$ cat src/rtl/sub2_link_master.sv
// Byte-link front end for sub2: unpacks a 15-byte command frame into sub2 inputs,
// then returns sub2 outputs as a 7-byte response after a settle delay.
module sub2_link_master #(
  parameter int unsigned RSP_DELAY = 2
) (
  input  logic             clk,
  input  logic             rst,
  input  logic             s_valid,
  output logic             s_ready,
  input  logic [7:0]       s_data,
  input  logic             s_last,
  output logic             m_valid,
  input  logic             m_ready,
  output logic [7:0]       m_data,
  output logic             m_last,
  output logic             o_sig_e,
  output logic [1:0]       o_sig_f,
  output logic [0:2][7:0]  o_sig_g,
  output logic [7:0]       o_sig_h [0:2],
  output logic [4:0][7:0]  o_param_a,
  output logic [2:0][7:0]  o_param_b,
  output logic             o_apply,
  input  logic             i_sig_i,
  input  logic [1:0]       i_sig_j,
  input  logic [0:2][7:0]  i_sig_k,
  input  logic [7:0]       i_sig_l [0:2],
  output logic             o_frame_err
);

  localparam int unsigned IDX_W   = 4;
  localparam int unsigned CNT_W   = 4;
  localparam int unsigned TX_W    = 3;
  localparam int unsigned CMD_LEN = 15;
  localparam int unsigned RSP_LEN = 7;

  typedef enum logic [2:0] {S_RX, S_DRAIN, S_APPLY, S_WAIT, S_TX} state_t;

  state_t           state, state_nxt;
  logic [IDX_W-1:0] rx_idx;
  logic [2:0]       stg_ef;
  logic [7:0]       stg [1:13];
  logic [CNT_W-1:0] cnt;
  logic [TX_W-1:0]  tx_idx;
  logic [7:0]       rsp [0:6];

  logic cmd_acc, rsp_acc, last_idx, last_tx;

  assign cmd_acc  = s_valid && s_ready;
  assign rsp_acc  = m_valid && m_ready;
  assign last_idx = (rx_idx == IDX_W'(CMD_LEN - 1));
  assign last_tx  = (tx_idx == TX_W'(RSP_LEN - 1));

  // State register
  always_ff @(posedge clk) begin
    if (rst) state <= S_RX;
    else     state <= state_nxt;
  end

  // Next-state logic
  always_comb begin
    state_nxt = state;
    case (state)
      S_RX:    if (cmd_acc && last_idx) state_nxt = s_last ? S_APPLY : S_DRAIN;
      S_DRAIN: if (cmd_acc && s_last) state_nxt = S_RX;
      S_APPLY: state_nxt = S_WAIT;
      S_WAIT:  if (cnt == '0) state_nxt = S_TX;
      S_TX:    if (rsp_acc && last_tx) state_nxt = S_RX;
      default: state_nxt = S_RX;
    endcase
  end

  // Link handshake outputs decoded from state
  always_comb begin
    s_ready = 1'b0;
    m_valid = 1'b0;
    m_last  = 1'b0;
    m_data  = 8'h00;
    case (state)
      S_RX, S_DRAIN: s_ready = 1'b1;
      S_TX: begin
        m_valid = 1'b1;
        m_last  = last_tx;
        m_data  = rsp[tx_idx];
      end
      default: ;
    endcase
  end

  // Staging, sub2-side outputs, settle counter and response capture
  always_ff @(posedge clk) begin
    if (rst) begin
      rx_idx      <= '0;
      stg_ef      <= '0;
      cnt         <= '0;
      tx_idx      <= '0;
      o_apply     <= 1'b0;
      o_frame_err <= 1'b0;
      o_sig_e     <= 1'b0;
      o_sig_f     <= '0;
      o_sig_g     <= '0;
      o_param_a   <= '0;
      o_param_b   <= '0;
      for (int i = 1; i <= 13; i++) stg[i] <= '0;
      for (int i = 0; i < 3; i++) o_sig_h[i] <= '0;
      for (int i = 0; i < 7; i++) rsp[i] <= '0;
    end else begin
      o_apply     <= 1'b0;
      o_frame_err <= 1'b0;
      case (state)
        S_RX: begin
          if (cmd_acc) begin
            if (last_idx) begin
              rx_idx <= '0;
              // Final byte goes straight to param_b[2]; everything lands together with o_apply
              if (s_last) begin
                o_apply      <= 1'b1;
                o_sig_e      <= stg_ef[0];
                o_sig_f      <= stg_ef[2:1];
                for (int i = 0; i < 3; i++) o_sig_g[i]   <= stg[1 + i];
                for (int i = 0; i < 3; i++) o_sig_h[i]   <= stg[4 + i];
                for (int i = 0; i < 5; i++) o_param_a[i] <= stg[7 + i];
                o_param_b[0] <= stg[12];
                o_param_b[1] <= stg[13];
                o_param_b[2] <= s_data;
              end
            end else if (s_last) begin
              o_frame_err <= 1'b1;
              rx_idx      <= '0;
            end else begin
              if (rx_idx == '0) stg_ef <= s_data[2:0];
              else              stg[rx_idx] <= s_data;
              rx_idx <= rx_idx + IDX_W'(1);
            end
          end
        end
        S_DRAIN: begin
          if (cmd_acc && s_last) o_frame_err <= 1'b1;
        end
        S_APPLY: cnt <= CNT_W'(RSP_DELAY - 1);
        S_WAIT: begin
          if (cnt == '0) begin
            rsp[0] <= {5'b0, i_sig_j, i_sig_i};
            for (int i = 0; i < 3; i++) rsp[1 + i] <= i_sig_k[i];
            for (int i = 0; i < 3; i++) rsp[4 + i] <= i_sig_l[i];
            tx_idx <= '0;
          end else begin
            cnt <= cnt - CNT_W'(1);
          end
        end
        S_TX: begin
          if (rsp_acc) tx_idx <= last_tx ? '0 : tx_idx + TX_W'(1);
        end
        default: ;
      endcase
    end
  end

endmodule

$ cat config.mk
export PLATFORM = sky130hd
export DESIGN_NAME = sub2_link_master
export DESIGN_NICKNAME = d
export VERILOG_FILES = /design/src/rtl/sub2_link_master.sv
export SDC_FILE = /design/constraint.sdc
export NUM_CORES = 1
export LEC_CHECK = 0
export ABC_AREA = 1
export CAP_MARGIN = 5
export CELL_PAD_IN_SITES_DETAIL_PLACEMENT = 0
export CELL_PAD_IN_SITES_GLOBAL_PLACEMENT = 1
export CORE_ASPECT_RATIO = 1.4
export CORE_MARGIN = 5
export CORE_UTILIZATION = 40
export DETAILED_ROUTE_END_ITERATION = 7
export GPL_TIMING_DRIVEN = 0
export PLACE_DENSITY = 0.76
export SLEW_MARGIN = 20
export SYNTH_ARGS = -nofsm -noshare
export SYNTH_HDL_FRONTEND = slang
export SYNTH_SLANG_ARGS = --single-unit
$ cat constraint.sdc
create_clock -name clk -period 4 [get_ports clk]
set_clock_uncertainty 0.05 [all_clocks]
set_input_delay 0.8 -clock clk [delete_from_list [all_inputs] [get_ports clk]]
set_output_delay 0.8 -clock clk [all_outputs]
set_load 0.01 [all_outputs]
==> results.sh <==
export IMPL_status="completed"
export IMPL_dr_wl_met3_um=2030
export IMPL_grt_remaining_overflow=0
export IMPL_die_area_sq_mm=0.0317
export IMPL_drt_iter0_markers=377
export IMPL_power_leakage_nw=6.11
export IMPL_ys_ff_latch=292
export IMPL_synthFlopType="edfxtp_1"
export IMPL_synthArstFlopShare=0
export IMPL_top_layer="met5"
export IMPL_crit_type="reg -> out"
export IMPL_htreeDepth=1
export IMPL_syn2layout_area_growth_pct=29.3
export IMPL_worstPathRequired_ps=3150
export IMPL_cts_root_buf="clkbuf_16"
export IMPL_post_dp_hpwl_um=21700
export IMPL_grt_usage=0.181
export IMPL_min_path_type="reg -> reg"
export IMPL_layout_nets=1472
export IMPL_syn_inst=1180
export IMPL_cts_tree="done"
export IMPL_cts_sinks=292
export IMPL_maxSlewViolCount=0
export IMPL_setup_viol=0
export IMPL_gp_congestion=0.900
export IMPL_syn_area_sq_mm=0.0113
export IMPL_max_cap_violations=0
export IMPL_path_delay_family="buffers and inverters"
export IMPL_rsz0062_at_grt="false"
export IMPL_viasPerCell=4.71
export IMPL_cts_buffers=28
export IMPL_cts_setup_buffers=0
export IMPL_powerDensity_mw_per_mm2=441
export IMPL_slew_limit_headroom=0.353
export IMPL_drive_gt1_frac=0.0674
export IMPL_drt_wl_total_um=29500
export IMPL_place_ws_ps=-255
export IMPL_grt_pass1_vias=8414
export IMPL_worstPathArrival_ps=2850
export IMPL_fin_area_sq_mm=0.0146
export IMPL_synth_nets=1250
export IMPL_dieWidth_um=152
export IMPL_crit_chain="clkbuf_1 -> buf_1 -> nand2_1 -> nand3_1 -> o211ai_1 -> a21oi_1 -> clkdlybuf4s50_1"
export IMPL_synth_distinct_cells=32
export IMPL_tightest_slew_ps=971
export IMPL_antenna_cells=0
export IMPL_fmax_ghz=0.270
export IMPL_vias=8455
export IMPL_min_period_ps=3700
export IMPL_post_route_period_util=0.925
export IMPL_max_stage_delay_ps=580
export IMPL_antenna_found_initial=2
export IMPL_clock_path_buffers=3
export IMPL_cts_resized=0
export IMPL_peakVddDrop_mv=0.314
export IMPL_syn_avg_cell_area_sq_um=9.54
export IMPL_die_h_um=209
export IMPL_worstSkewPairLatency_ps=540
export IMPL_grt_pass1_wl_um=45900
export IMPL_drc_errors=0
export IMPL_synth_edff_count=155
export IMPL_wl_per_cell_um=16.5
export IMPL_initial_core_util=0.406
export IMPL_critPathLaunchType="flip-flop"
export IMPL_rows=72
export IMPL_ys_seq_area_frac=0.657
export IMPL_clkSlewWorstSetupHoldPaths_ps=60
export IMPL_ant_nets=0
export IMPL_place_port_buffers=191
export IMPL_grt_start_max_net_pins=27
export IMPL_routed_wl_met2_um=15200
export IMPL_crit_path_end_kind="output port"
export IMPL_critPathMaxFanout=10
export IMPL_placed_cell_area_sq_mm=0.0137
export IMPL_worst_slack_ps=301
export IMPL_coreArea_sq_mm=0.0277
export IMPL_fill_cells=2641
export IMPL_yosys_warnings=0
export IMPL_first_pass_iters=5
export IMPL_wl_met1_um=11300
export IMPL_pin_count=192
export IMPL_hold_buffers=0
export IMPL_cp_num_buf_inv=3
export IMPL_cpMaxStageDelayCell="clkdlybuf4s50_1"
export IMPL_finalHoldViolCount=0
[where the power goes]
part           switching, mW  total (mW)  internal, mW
logic                  0.355       0.546         0.192
registers             0.0570        3.33          3.27
clock network           1.10        2.54          1.44
[kinds of logic after synthesis]
logic type	after synthesis	share of synthesized area
fa+ha+maj	6	0.00667
xor+xnor	1	0.000778
buf+inv	149	0.0541
compound gates	174	0.0790
flops	292	0.657
simple gates	558	0.203
[worst min-delay path, stage by stage (launching register included)]
cell and delay (ps):
edfxtp_1 320, nor2_1 40, nor2_1 80
[layout by cell type (no fill, tap or decap), drive strengths merged]
| cell type | instances |
|---|---|
| edfxtp | 155 |
| nor3b | 2 |
| nor3 | 4 |
| buf | 18 |
| and2 | 1 |
| xor2 | 1 |
| o21ai | 140 |
| clkinvlp | 2 |
| inv | 91 |
| nand4 | 3 |
| clkinv | 9 |
| nor2 | 440 |
| o22ai | 4 |
| dfxtp | 137 |
| a21oi | 26 |
| o211ai | 3 |
| clkdlybuf4s50 | 191 |
| a211oi | 1 |
| nand2 | 93 |
| ha | 6 |
| nand3 | 15 |
| clkbuf | 82 |
[per-stage QoR]
stage,power [mW],setup TNS [ps],instances,util,hold slack [ps]
floorplan,3.72,0,1180,-,397
global placement,3.93,-55720,1741,0.491,400
detailed placement,3.95,-8060,1742,0.493,406
CTS,6.48,0,1794,0.525,423
global route,6.68,0,1794,0.525,439
finish,6.42,0,1794,0.525,420
[flip-flops by register name, summed over array words and instances (netlist names), named ones only]
name and count:
rx_idx 4, o_frame_err 1, o_param_b 24, o_sig_g 24, stg_ef 3, o_apply 1, state 3, rsp 51
cnt 4, o_sig_e 1, o_sig_h 24, stg 104, o_sig_f 2, o_param_a 40, tx_idx 3
[cells in the mapped netlist, types with 5 or more instances]
cell type,instances,area share
o21ai_0,126,0.056
inv_2,5,0.0017
nand2_2,13,0.0072
nor2_4,5,0.0050
buf_2,10,0.0044
clkbuf_1,42,0.014
o21ai_1,13,0.0058
nand2_1,75,0.025
nor2_1,432,0.14
ha_1,6,0.0067
nand3_1,13,0.0058
a21oi_1,26,0.012
edfxtp_1,155,0.41
dfxtp_1,137,0.24
inv_1,85,0.028
nand2_4,5,0.0050
[worst paths after layout]
kind | start | end | slack (ps) | cells after the start
hold reg to reg | stg[2][3]$_SDFFCE_PN0P_ | o_sig_g[11]$_SDFFE_PP0P_ | 420 | 2
setup reg to reg | rx_idx[0]$_SDFFE_PP0P_ | stg[11][6]$_SDFFCE_PN0P_ | 1640 | 9
setup / recovery | flip-flop | m_data[2] | 300 | 7
hold / removal | stg[2][3]$_SDFFCE_PN0P_ | o_sig_g[11]$_SDFFE_PP0P_ | 420 | 2
[area by class of cell]
cell class	instances	area, sq um	area share
Sequential cell	292	7400	0.508
Multi-Input combinational cell	739	3260	0.224
Timing Repair Buffer	192	1940	0.133
Clock buffer	40	828	0.0569
Tap cell	370	463	0.0318
Inverter	90	338	0.0232
Buffer	59	272	0.0186
Clock inverter	12	66.3	0.00455
[metal layers]
layer  vias to the layer above  GRT usage
met5                         -          0
met4                         2     0.0614
met3                        59     0.0407
met2                       252      0.333
met1                      3887      0.206
li1                       4255          -
No activity file was read; power rests on OpenSTA's default activity.
